<file path="src/rtl/mem_arbiter_if.sv">
// Bus bundle between the two requesters, the shared data RAM and mem_arbiter.
// The slave modport is the arbiter side; master is the requester/RAM side.
interface mem_arbiter_if #(
  parameter int ADDR_W = 9,
  parameter int DATA_W = 16
);
  logic [1:0]        req0_cmd;
  logic [ADDR_W-1:0] req0_addr;
  logic [DATA_W-1:0] req0_wdata;
  logic              req0_gnt;
  logic              req0_rvalid;
  logic [DATA_W-1:0] req0_rdata;

  logic [1:0]        req1_cmd;
  logic [ADDR_W-1:0] req1_addr;
  logic [DATA_W-1:0] req1_wdata;
  logic              req1_gnt;
  logic              req1_rvalid;
  logic [DATA_W-1:0] req1_rdata;

  logic [ADDR_W-1:0] ram_addr;
  logic              ram_write;
  logic [DATA_W-1:0] ram_wdata;
  logic [DATA_W-1:0] ram_rdata;

  modport slave (
    input  req0_cmd, req0_addr, req0_wdata,
    input  req1_cmd, req1_addr, req1_wdata,
    input  ram_rdata,
    output req0_gnt, req0_rvalid, req0_rdata,
    output req1_gnt, req1_rvalid, req1_rdata,
    output ram_addr, ram_write, ram_wdata
  );

  modport master (
    output req0_cmd, req0_addr, req0_wdata,
    output req1_cmd, req1_addr, req1_wdata,
    output ram_rdata,
    input  req0_gnt, req0_rvalid, req0_rdata,
    input  req1_gnt, req1_rvalid, req1_rdata,
    input  ram_addr, ram_write, ram_wdata
  );
endinterface

</file>
<file path="src/rtl/mem_arbiter.sv">
// Two-port round-robin arbiter for the single-port data RAM. Reads carry a
// {valid, port} tag down an RD_LAT-deep pipe so data returns to its issuer.
module mem_arbiter #(
  parameter int ADDR_W = 9,
  parameter int DATA_W = 16,
  parameter int RD_LAT = 1
) (
  input logic          clk,
  input logic          reset,
  mem_arbiter_if.slave bus
);

  logic                   act0_s, act1_s;
  logic                   gnt0_s, gnt1_s;
  logic                   rd_issue_s;
  logic [ADDR_W-1:0]      ram_addr_s;
  logic [DATA_W-1:0]      ram_wdata_s;
  logic                   ram_write_s;
  logic                   last_winner_q, last_winner_d;
  logic [RD_LAT-1:0][1:0] tag_q, tag_d;
  logic [1:0]             ret_tag_s;
  logic                   rvalid0_s, rvalid1_s;

  // Arbitration: last_winner=1 means port 1 won last, so port 0 takes a tie.
  always_comb begin
    act0_s      = ~reset & ((bus.req0_cmd == 2'b01) | (bus.req0_cmd == 2'b10));
    act1_s      = ~reset & ((bus.req1_cmd == 2'b01) | (bus.req1_cmd == 2'b10));
    gnt0_s      = act0_s & (~act1_s | last_winner_q);
    gnt1_s      = act1_s & (~act0_s | ~last_winner_q);
    ram_addr_s  = {ADDR_W{1'b0}};
    ram_wdata_s = {DATA_W{1'b0}};
    ram_write_s = 1'b0;
    rd_issue_s  = 1'b0;
    if (gnt0_s) begin
      ram_addr_s  = bus.req0_addr;
      ram_wdata_s = bus.req0_wdata;
      ram_write_s = (bus.req0_cmd == 2'b10);
      rd_issue_s  = (bus.req0_cmd == 2'b01);
    end else if (gnt1_s) begin
      ram_addr_s  = bus.req1_addr;
      ram_wdata_s = bus.req1_wdata;
      ram_write_s = (bus.req1_cmd == 2'b10);
      rd_issue_s  = (bus.req1_cmd == 2'b01);
    end else begin
      ram_addr_s  = {ADDR_W{1'b0}};
      ram_wdata_s = {DATA_W{1'b0}};
      ram_write_s = 1'b0;
      rd_issue_s  = 1'b0;
    end
  end

  // Next-state for the round-robin pointer and the read-owner tag pipe.
  always_comb begin
    if (gnt0_s) begin
      last_winner_d = 1'b0;
    end else if (gnt1_s) begin
      last_winner_d = 1'b1;
    end else begin
      last_winner_d = last_winner_q;
    end
    tag_d    = tag_q;
    tag_d[0] = {rd_issue_s, gnt1_s};
    for (int i = 1; i < RD_LAT; i++) begin
      tag_d[i] = tag_q[i-1];
    end
  end

  // State registers with synchronous reset.
  always_ff @(posedge clk) begin
    if (reset) begin
      last_winner_q <= 1'b1;
      tag_q         <= '0;
    end else begin
      last_winner_q <= last_winner_d;
      tag_q         <= tag_d;
    end
  end

  // Return path: final tag stage steers ram_rdata to its owner; silenced in reset.
  always_comb begin
    ret_tag_s = tag_q[RD_LAT-1];
    rvalid0_s = ~reset & ret_tag_s[1] & ~ret_tag_s[0];
    rvalid1_s = ~reset & ret_tag_s[1] &  ret_tag_s[0];
  end

  assign bus.req0_gnt    = gnt0_s;
  assign bus.req1_gnt    = gnt1_s;
  assign bus.ram_addr    = ram_addr_s;
  assign bus.ram_wdata   = ram_wdata_s;
  assign bus.ram_write   = ram_write_s;
  assign bus.req0_rvalid = rvalid0_s;
  assign bus.req1_rvalid = rvalid1_s;
  assign bus.req0_rdata  = rvalid0_s ? bus.ram_rdata : {DATA_W{1'b0}};
  assign bus.req1_rdata  = rvalid1_s ? bus.ram_rdata : {DATA_W{1'b0}};

endmodule
</file>
<file path="src/flat_wrapper.sv">
// flat-port wrapper written by rule: the top's interface ports become plain ports
module mem_arbiter_flat 
#(
  parameter int ADDR_W = 9,
  parameter int DATA_W = 16,
  parameter int RD_LAT = 1
)
  (clk, reset, bus_req0_cmd, bus_req0_addr, bus_req0_wdata, bus_req1_cmd, bus_req1_addr, bus_req1_wdata, bus_ram_rdata, bus_req0_gnt, bus_req0_rvalid, bus_req0_rdata, bus_req1_gnt, bus_req1_rvalid, bus_req1_rdata, bus_ram_addr, bus_ram_write, bus_ram_wdata);
  mem_arbiter_if #(.ADDR_W(ADDR_W), .DATA_W(DATA_W)) bus_i ();
  input logic clk;
  input logic reset;
  input wire logic [$bits(bus_i.req0_cmd)-1:0] bus_req0_cmd;
  input wire logic [$bits(bus_i.req0_addr)-1:0] bus_req0_addr;
  input wire logic [$bits(bus_i.req0_wdata)-1:0] bus_req0_wdata;
  input wire logic [$bits(bus_i.req1_cmd)-1:0] bus_req1_cmd;
  input wire logic [$bits(bus_i.req1_addr)-1:0] bus_req1_addr;
  input wire logic [$bits(bus_i.req1_wdata)-1:0] bus_req1_wdata;
  input wire logic [$bits(bus_i.ram_rdata)-1:0] bus_ram_rdata;
  output wire logic [$bits(bus_i.req0_gnt)-1:0] bus_req0_gnt;
  output wire logic [$bits(bus_i.req0_rvalid)-1:0] bus_req0_rvalid;
  output wire logic [$bits(bus_i.req0_rdata)-1:0] bus_req0_rdata;
  output wire logic [$bits(bus_i.req1_gnt)-1:0] bus_req1_gnt;
  output wire logic [$bits(bus_i.req1_rvalid)-1:0] bus_req1_rvalid;
  output wire logic [$bits(bus_i.req1_rdata)-1:0] bus_req1_rdata;
  output wire logic [$bits(bus_i.ram_addr)-1:0] bus_ram_addr;
  output wire logic [$bits(bus_i.ram_write)-1:0] bus_ram_write;
  output wire logic [$bits(bus_i.ram_wdata)-1:0] bus_ram_wdata;
  assign bus_i.req0_cmd = bus_req0_cmd;
  assign bus_i.req0_addr = bus_req0_addr;
  assign bus_i.req0_wdata = bus_req0_wdata;
  assign bus_i.req1_cmd = bus_req1_cmd;
  assign bus_i.req1_addr = bus_req1_addr;
  assign bus_i.req1_wdata = bus_req1_wdata;
  assign bus_i.ram_rdata = bus_ram_rdata;
  assign bus_req0_gnt = bus_i.req0_gnt;
  assign bus_req0_rvalid = bus_i.req0_rvalid;
  assign bus_req0_rdata = bus_i.req0_rdata;
  assign bus_req1_gnt = bus_i.req1_gnt;
  assign bus_req1_rvalid = bus_i.req1_rvalid;
  assign bus_req1_rdata = bus_i.req1_rdata;
  assign bus_ram_addr = bus_i.ram_addr;
  assign bus_ram_write = bus_i.ram_write;
  assign bus_ram_wdata = bus_i.ram_wdata;
  mem_arbiter #(.ADDR_W(ADDR_W), .DATA_W(DATA_W), .RD_LAT(RD_LAT)) u_core (.clk(clk), .reset(reset), .bus(bus_i));
endmodule
</file>
<file path="config.mk">
export PLATFORM = sky130hd
export DESIGN_NAME = mem_arbiter_flat
export DESIGN_NICKNAME = d
export VERILOG_FILES = /design/src/rtl/mem_arbiter_if.sv /design/src/rtl/mem_arbiter.sv /design/src/flat_wrapper.sv
export SDC_FILE = /design/constraint.sdc
export NUM_CORES = 1
export LEC_CHECK = 0
export CORE_MARGIN = 3
export CORE_UTILIZATION = 25
export CTS_BUF_LIST = sky130_fd_sc_hd__clkbuf_16
export CTS_CLUSTER_DIAMETER = 60
export CTS_CLUSTER_SIZE = 24
export DETAILED_ROUTE_END_ITERATION = 12
export PLACE_DENSITY = 0.83
export SYNTH_ARGS = -nofsm -noshare
export SYNTH_HDL_FRONTEND = slang
export SYNTH_SLANG_ARGS = --single-unit
export TNS_END_PERCENT = 20
</file>
<file path="constraint.sdc">
create_clock -name clk -period 1.33 [get_ports clk]
set_clock_uncertainty 0.05 [all_clocks]
set_input_delay 0.1995 -clock clk [delete_from_list [all_inputs] [get_ports clk]]
set_output_delay 0.1995 -clock clk [all_outputs]
set_load 0.05 [all_outputs]
</file>
Word level (Yosys, flattened, before mapping)
Index checks and enable logic that the tools add are counted.
- equality and inequality tests: 4
- muxes and demuxes: 12
- bitwise operators: 16
- reductions and logical operators: 1
- operator list (cell ; count):
    $mux W16 ; 4
    $mux W9 ; 2
    $and A1 B1 Y1 ; 7
    $mux W1 ; 6
    $not A1 Y1 ; 5
    $eq A2 B1 Y1 const B ; 2
    $eq A2 B2 Y1 const B ; 2
    $or A1 B1 Y1 ; 4
    $reduce_bool A2 Y1 ; 1
- bits in registers: 3
- output and inout port bits: 62

Depth between registers and ports, before layout
Gate-level depths: netlist of run 1.
- depth after elaboration: 8
- mapped depth: 6

Least setup slack after synthesis of run 1
Ideal clock, no wire load.
- path type: input to output
- start: input port bus_req0_cmd[0]
- end: output port bus_ram_addr[5]
- stages: 5
- data arrival time: 2.048 ns
- path buffers: 1
- slack: -0.967 ns
- required time: 1.081 ns
- path through: inv_1 > ha_1 > nor2b_4 > buf_2 > o32ai_1
- word-level cells in the longest chain between the ends: 8
- RTL lines (element ; line ; source):
    start: declaration ; flat_wrapper.sv:12 ; input wire logic [$bits(bus_i.req0_cmd)-1:0] bus_req0_cmd;
    $eq A2 B1 Y1 or $eq A2 B2 Y1 (tied branches) ; mem_arbiter.sv:26 ; act0_s = ~reset & ((bus.req0_cmd == 2'b01) | (bus.req0_cmd == 2'b10));
    $or A1 B1 Y1 * ; mem_arbiter.sv:26 ;
    $and A1 B1 Y1 * ; mem_arbiter.sv:26 ;
    $not A1 Y1 ; mem_arbiter.sv:29 ; gnt1_s = act1_s & (~act0_s | ~last_winner_q);
    $or A1 B1 Y1 ; mem_arbiter.sv:29 ;
    $and A1 B1 Y1 ; mem_arbiter.sv:29 ;
    $mux W9 ; mem_arbiter.sv:39 ; end else if (gnt1_s) begin
    $mux W9 * ; mem_arbiter.sv:34 ; if (gnt0_s) begin
    end: declaration ; flat_wrapper.sv:25 ; output wire logic [$bits(bus_i.ram_addr)-1:0] bus_ram_addr;
Mark *: on every way between the ends. The rest lies on a longest branch, timed or not.

Final worst setup path of run 1
- start: register u_core.last_winner_q
- end: output port bus_ram_wdata[9]
- word-level cells in the longest chain between the ends: 5
- RTL lines (element ; line ; source):
    start: declaration ; mem_arbiter.sv:19 ; logic last_winner_q, last_winner_d;
    start signal: assignment ; mem_arbiter.sv:74 ; last_winner_q <= last_winner_d;
    $not A1 Y1 ; mem_arbiter.sv:29 ;
    $or A1 B1 Y1 ; mem_arbiter.sv:29 ;
    $and A1 B1 Y1 ; mem_arbiter.sv:29 ;
    $mux W16 ; mem_arbiter.sv:39 ;
    $mux W16 * ; mem_arbiter.sv:34 ;
    end: declaration ; flat_wrapper.sv:27 ; output wire logic [$bits(bus_i.ram_wdata)-1:0] bus_ram_wdata;
Marked as above.

==> out/summary.md, run 1 <==
* Hold-fix buffers, CTS: 0
* main combinational cell family by area after synthesis: simple AND/OR/NAND/NOR gates
* proportion of layout cells with a drive suffix above 1: 0.538
* Max stage delay on crit path: 0.33 ns
* period utilization: 1.27
* clock root buffer master: clkbuf_16
* area growth from synthesis to layout: 249%
* number of fillers in the final layout: 142
* TritonCTS buffer count: 3
* Simple-Gate Fraction of Synth Area: 0.516
* port bufs: 133
* maximum number of pins on one net before global-route repair: 30
* post-route setup slack: -0.360 ns
* count of final setup violators: 62
* distinct cell type count of the synthesized netlist: 21
* worst slew margin relative to its limit: 0.801
* post-synthesis adder-cell area fraction: 0.0428
* clock sink total: 3
* Period minus WS final: 1.69 ns
* Slew Limit Fails: 0
* I/O pin cnt: 134
* post-synthesis compound-gate area fraction: 0.277
* Cells after Synth: 151
* placed wire-length estimate after detailed placement: 5.10 mm
* failing checks: negative setup slack
* FF+latch area: 66.3 µm²
* total leakage power: 0.00153 µW
* post-synthesis area per instance: 7.74 µm²
* total die area: 5530 µm²
* Mapped Nets: 227
* Min Hold Slack: 0.439 ns
* critical path fanouts, max: 4
* count of nets left with antenna violations after detail routing: 0
* result of the run: finished with violations
* Power Total: 2590 µW
* setup repair after global routing missed its margin: yes
* placement-stage cell area: 3660 µm²
* class of the tightest hold or removal check: in2reg
* global-route wire length before repair: 11.4 mm
* post-synthesis instance area: 1170 µm²
* final estimated routing congestion in global placement: 0.730
* met3 WL post-DR: 798 µm
* met2 layer wire length in the routed design: 4.40 mm
* clock transition at the register clock pins on the worst setup and hold paths after CTS: 0.03 ns
* violation count after the first detailed-routing iteration: 78
* Slew @ Worst Pin: 0.298 ns
* proportion of synthesized chip area in sequential cells: 0.0514
* clock latency reported for the late side of the worst-skew pair: 0.22 ns
* #FFs+latches synth: 3
* Placement Rows: 24
* Post-Route WL: 8.22 mm
* maximum level of the CTS H-tree: 1
* all-layer global routing usage: 0.273
* CTS tree: done
* required time of the worst setup path: 1.08 ns
* highest metal layer with signal wires: met4
* effective utilization at floorplan: 0.263
* final count of hold timing violations: 0
* post-route standard cell area excluding fillers: 4080 µm²
* number of buffers on the longest clock path: 2
* Setup Crit Path Kind: reg2out
* global route overflow: 0
* number of maximum-capacitance constraint violations: 0
* met1 wire length: 2.73 mm
* TritonRoute pass-1 iters: 6
* horizontal die dimension: 74.4 µm
* Die Ht: 74.4 µm
* via count of the first global-routing pass: 2071
* vias after detailed routing: 1890
* Synthesis Warnings: 0
* chain of cells forming the critical path: nor2b_4 > bufbuf_16 > o32ai_4 > buf_12
* area of the core: 4440 µm²
* area share of xor/xnor cells in the synthesized design: 0
* mux share of post-synthesis cell area: 0
* total number of nets in the final design: 382
* type of element launching the critical path: flop
* routed len/inst: 23.0 µm
* number of antenna violations at the first check in global routing: 1
* DRC violation count after routing: 0
* worst-path cell with the longest stage delay: dfxtp_2
* Vias per Instance: 5.28
* peak ir drop on the vdd network: 0.000487 V
* power density of the placed cells: 637 nW/µm²
* arrival time at the worst endpoint: 1.44 ns
* timing-limited maximum frequency: 592 MHz
* area occupied by multi-input gates: 1530 µm²
* kind of capture point of the worst setup path: output pin
==> sequential cells by signal (all words and copies together) (netlist names) <==
name / cells
u_core.last_winner_q: 1
u_core.ret_tag_s: 2
==> worst max-delay path: cells and delay by family, from the launching register on <==
family          cells  cell delay, ns
simple gates        1            0.15
buf+inv             2            0.45
compound gates      1            0.27
flops               1            0.33
==> cell usage in the layout (no fill, tap or decap), types with 2 or more instances in the layout <==
master / count
inv_1: 3
and2_4: 16
clkbuf_16: 3
bufbuf_16: 2
buf_8: 13
clkdlybuf4s50_1: 66
ha_1: 2
buf_4: 15
buf_2: 4
o32ai_4: 26
nand2b_1: 53
ha_4: 2
and2_1: 14
buf_6: 10
dfxtp_2: 2
nor3_4: 2
buf_12: 56
==> repair_timing <==
action,in CTS,in global routing
gates resized for setup,59,23
setup buffers,7,0
pin swaps,18,10
cloned,3,0
setup endpoints to repair,65,63
==> final cells by class <==
class                   count  area share
clock inverters             1    0.000921
repair buffers            167       0.568
inverters                   4     0.00553
diodes                      1    0.000614
clock buffers               3      0.0184
multi-input cells         127       0.374
flip-flops and latches      3      0.0163
well taps                  52      0.0160
==> per-stage QoR <==
stage	instances	setup WS [ns]	TNS, ns	utilization
3_3_place_gp	344	-0.780	-36.22	0.824
3_5_place_dp	344	-0.810	-37.94	0.824
6_report	358	-0.360	-16.12	0.917
5_1_grt	358	-0.393	-18.04	0.917
2_1_floorplan	151	-0.262	-9.94	-
4_1_cts	357	-0.345	-14.34	0.902
==> report_power, final <==
| part | switching [µW] | internal (µW) |
|---|---|---|
| sequential | 9.06 | 99.7 |
| clock | 91.1 | 389 |
| combinational | 963 | 1040 |
==> logic make-up after synthesis <==
family	Yosys count
adders and majority gates	4
DFF	3
buffers and inverters	21
and+or+nand+nor	94
AOI/OAI and AO/OA	29
==> worst paths after layout <==
path / startpoint / endpoint / slack (ns) / depth (start not counted)
setup / recovery: u_core.last_winner_q / bus_ram_wdata[9] / -0.36 / 4
hold / removal: bus_req0_cmd[0] / u_core.ret_tag_s[1] / 0.44 / 4
setup reg to reg: u_core.last_winner_q / u_core.ret_tag_s[1] / 0.04 / 4
hold reg to reg: u_core.last_winner_q / u_core.last_winner_q / 0.67 / 3
==> Yosys cell counts, drive strengths merged <==
| cell type | n | area, µm² |
|---|---|---|
| a211o | 1 | 8.76 |
| and2 | 30 | 188 |
| and3b | 1 | 10.0 |
| buf | 10 | 90.1 |
| clkbuf | 7 | 26.3 |
| dfxtp | 3 | 60.1 |
| ha | 4 | 50.1 |
| inv | 4 | 15.0 |
| nand2 | 1 | 3.75 |
| nand2b | 54 | 338 |
| nor2 | 1 | 3.75 |
| nor2b | 1 | 13.8 |
| nor3 | 4 | 20.0 |
| nor3b | 2 | 26.3 |
| o21bai | 1 | 11.3 |
| o32ai | 27 | 304 |
==> layer usage <==
layer	global-route usage	up-vias
met5	0	-
met4	0.121	0
met3	0.0824	22
met2	0.539	129
met1	0.255	900
li1	-	839
Note: power is estimated with default switching activity, not from simulation.
==> run 2: changes to the inputs <==
--- a/config.mk
+++ b/config.mk
@@ -8,7 +8,6 @@
 export CORE_MARGIN = 3
 export CORE_UTILIZATION = 25
 export CTS_BUF_LIST = sky130_fd_sc_hd__clkbuf_16
-export CTS_CLUSTER_DIAMETER = 60
 export CTS_CLUSTER_SIZE = 24
 export DETAILED_ROUTE_END_ITERATION = 12
 export PLACE_DENSITY = 0.83
==> results of run 2 <==
No change in the layout: final DEF, timing and power equal those of run 1.
==> run 3: changes to the inputs <==
--- a/config.mk
+++ b/config.mk
@@ -10,7 +10,8 @@
 export CTS_BUF_LIST = sky130_fd_sc_hd__clkbuf_16
 export CTS_CLUSTER_SIZE = 24
 export DETAILED_ROUTE_END_ITERATION = 12
-export PLACE_DENSITY = 0.83
+export HOLD_SLACK_MARGIN = 0.05
+export PLACE_DENSITY_LB_ADDON = 0.15
 export SYNTH_ARGS = -nofsm -noshare
 export SYNTH_HDL_FRONTEND = slang
 export SYNTH_SLANG_ARGS = --single-unit
==> run 3 against run 2 <==
- the flow still finishes with violations (negative setup slack)
- via count shrank 9.7%
- largest cell class unchanged
- clock power shrank 2%
- utilization shrank 4.5 points
- critical path type is now in2out
- cell count shrank 2.5%
==> out/summary.md, run 3 (synthesized netlist as in run 1, its figures left out) <==
* worst slew margin relative to its limit: 0.805
* clock root buffer master: clkbuf_16
* Crit Reg-Reg Startpoint: u_core.last_winner_q
* met1 wire length: 2.03 mm
* peak ir drop on the vdd network: 0.000571 V
* clock transition at the register clock pins on the worst setup and hold paths after CTS: 0.03 ns
* final core occ: 0.872
* CP Launch Point: bus_req0_cmd[0]
* share of power burned in combinational logic: 0.760
* highest metal layer with signal wires: met4
* post-route setup slack: -0.321 ns
* maximum number of pins on one net before global-route repair: 26
* power density of the placed cells: 624 nW/µm²
* Hold-fix buffers, CTS: 0
* count of nets left with antenna violations after detail routing: 0
* all-layer global routing usage: 0.206
* Period minus WS final: 1.65 ns
* library cell appearing most often on the critical path: buf_12
* CTS tree: done
* design internal power: 1440 µW
* area growth from synthesis to layout: 232%
* met3 WL post-DR: 526 µm
* R2R depth: 4
* area of the core: 4440 µm²
* total number of nets in the final design: 374
* net switching power of the design: 976 µW
* Slew @ Worst Pin: 0.291 ns
* Vias per Instance: 4.89
* clock sink total: 3
* number of antenna violations at the first check in global routing: 0
* period utilization: 1.24
* total die area: 5530 µm²
* Placement Rows: 24
* most common cell after layout, fill and taps aside: clkdlybuf4s50_1
* Post-Route WL: 5.86 mm
* timing-limited maximum frequency: 606 MHz
* count of final setup violators: 62
* failing checks: negative setup slack
* Worst Hold Depth: 3
* violation count after the first detailed-routing iteration: 31
* antenna diode instance count: 0
* global-route wire length before repair: 8.96 mm
* I/O pin cnt: 134
* effective utilization at floorplan: 0.263
* DRC violation count after routing: 0
* Reg power frac: 0.045
* number of buffers on the longest clock path: 2
* Setup Crit Path Kind: in2out
* kind of capture point of the worst setup path: output pin
* final count of hold timing violations: 0
* total leakage power: 0.00144 µW
* pre-CTS setup slack: -0.762 ns
* routed len/inst: 16.8 µm
* proportion of layout cells with a drive suffix above 1: 0.522
* required time of the worst setup path: 1.08 ns
* horizontal die dimension: 74.4 µm
* number of fillers in the final layout: 223
* global route overflow: 0
* final cell count without fillers: 349
* TritonRoute pass-1 iters: 4
* clock latency reported for the late side of the worst-skew pair: 0.22 ns
* Switching Fraction: 0.404
* setup repair after global routing missed its margin: yes
* final estimated routing congestion in global placement: 0.729
* Max stage delay on crit path: 0.24 ns
* result of the run: finished with violations
* arrival time at the worst endpoint: 1.40 ns
* met2 layer wire length in the routed design: 3.25 mm
* HP Start: bus_req1_cmd[1]
* Clk pwr share: 0.195
* port bufs: 133
* Slew Limit Fails: 0
* class of the tightest hold or removal check: in2reg
* critical path fanouts, max: 8
* TritonCTS buffer count: 3
* maximum level of the CTS H-tree: 1
* most used cells in the layout excluding fill and tap cells: clkdlybuf4s50_1, nand2b_1, buf_12, o32ai_4, buf_6
* instance count after placement with tap cells included: 341
* chain of cells forming the critical path: buf_8 > inv_8 > ha_4 > buf_6 > o21bai_4 > buf_12 > o32ai_4 > buf_12
* worst-path cell with the longest stage delay: ha_4
* vias after detailed routing: 1706
* placed wire-length estimate after detailed placement: 4.68 mm
* via count of the first global-routing pass: 1778
* number of flip-flops under the largest register name: 2
* type of element launching the critical path: input pin
* number of maximum-capacitance constraint violations: 0
* Die Ht: 74.4 µm
-- run 3: cell count changes in the layout (fill, tap and decap cells not counted), moves of 2 or more --
| cell | delta |
|---|---|
| buf_8 | -10 |
| bufbuf_16 | -2 |
| buf_12 | -2 |
| buf_6 | +8 |
-- run 3: critical path, delay by kind of cell --
| family | cells | cell delay [ns] |
|---|---|---|
| adder cells (fa/ha/maj) | 1 | 0.24 |
| buffers and inverters | 5 | 0.59 |
| AO/OA/AOI/OAI | 2 | 0.36 |
-- run 3: stage by stage --
stage / hold WS [ns] / setup TNS, ns / cell area, µm² / power (µW)
after floorplan: 0.441 / -9.94 / 1710 / 1120
after global placement: 0.598 / -21.01 / 3610 / 1850
after detailed placement: 0.613 / -21.83 / 3610 / 1870
after CTS: 0.338 / -13.03 / 3840 / 2420
after global routing: 0.357 / -16.16 / 3870 / 2510
final: 0.331 / -12.86 / 3870 / 2420
-- run 3: layout make-up --
class	instances	area, µm²	share of cell area
clock buffers	3	75.1	0.0194
clock inverters	1	3.75	0.000969
inverters	4	22.5	0.00581
multi-input cells	127	1510	0.389
flip-flops and latches	3	66.3	0.0171
well taps	52	65.1	0.0168
repair buffers	159	2130	0.551
-- run 3: what timing repair did --
item                                    4_1_cts  5_1_grt
hold endpoints to repair                      0        0
gates cloned                                  1        0
endpoints found under the setup margin       65       62
resized for setup                            60        9
pin swaps                                    31       15
setup buffers                                 4        2
-- run 3: power groups by stage --
stage	clock, µW	sequential (µW)	combinational [µW]
global route	487	110	1910
finish	472	109	1840
CTS	476	109	1830
global placement	0	108	1740
floorplan	0	108	1010
detailed placement	0	109	1760
-- run 3: metal layers --
metal	vias up	GRT usage
met3	6	0.0554
met2	86	0.401
met1	788	0.217
met5	-	0
met4	0	0.0455
li1	826	-
-- run 3: worst paths after layout --
kind / slack (ns) / endpoint
setup reg to reg: 0.17 / u_core.ret_tag_s[1]
hold / removal: 0.33 / u_core.ret_tag_s[0]
hold reg to reg: 0.57 / u_core.last_winner_q
setup / recovery: -0.32 / bus_ram_wdata[10]
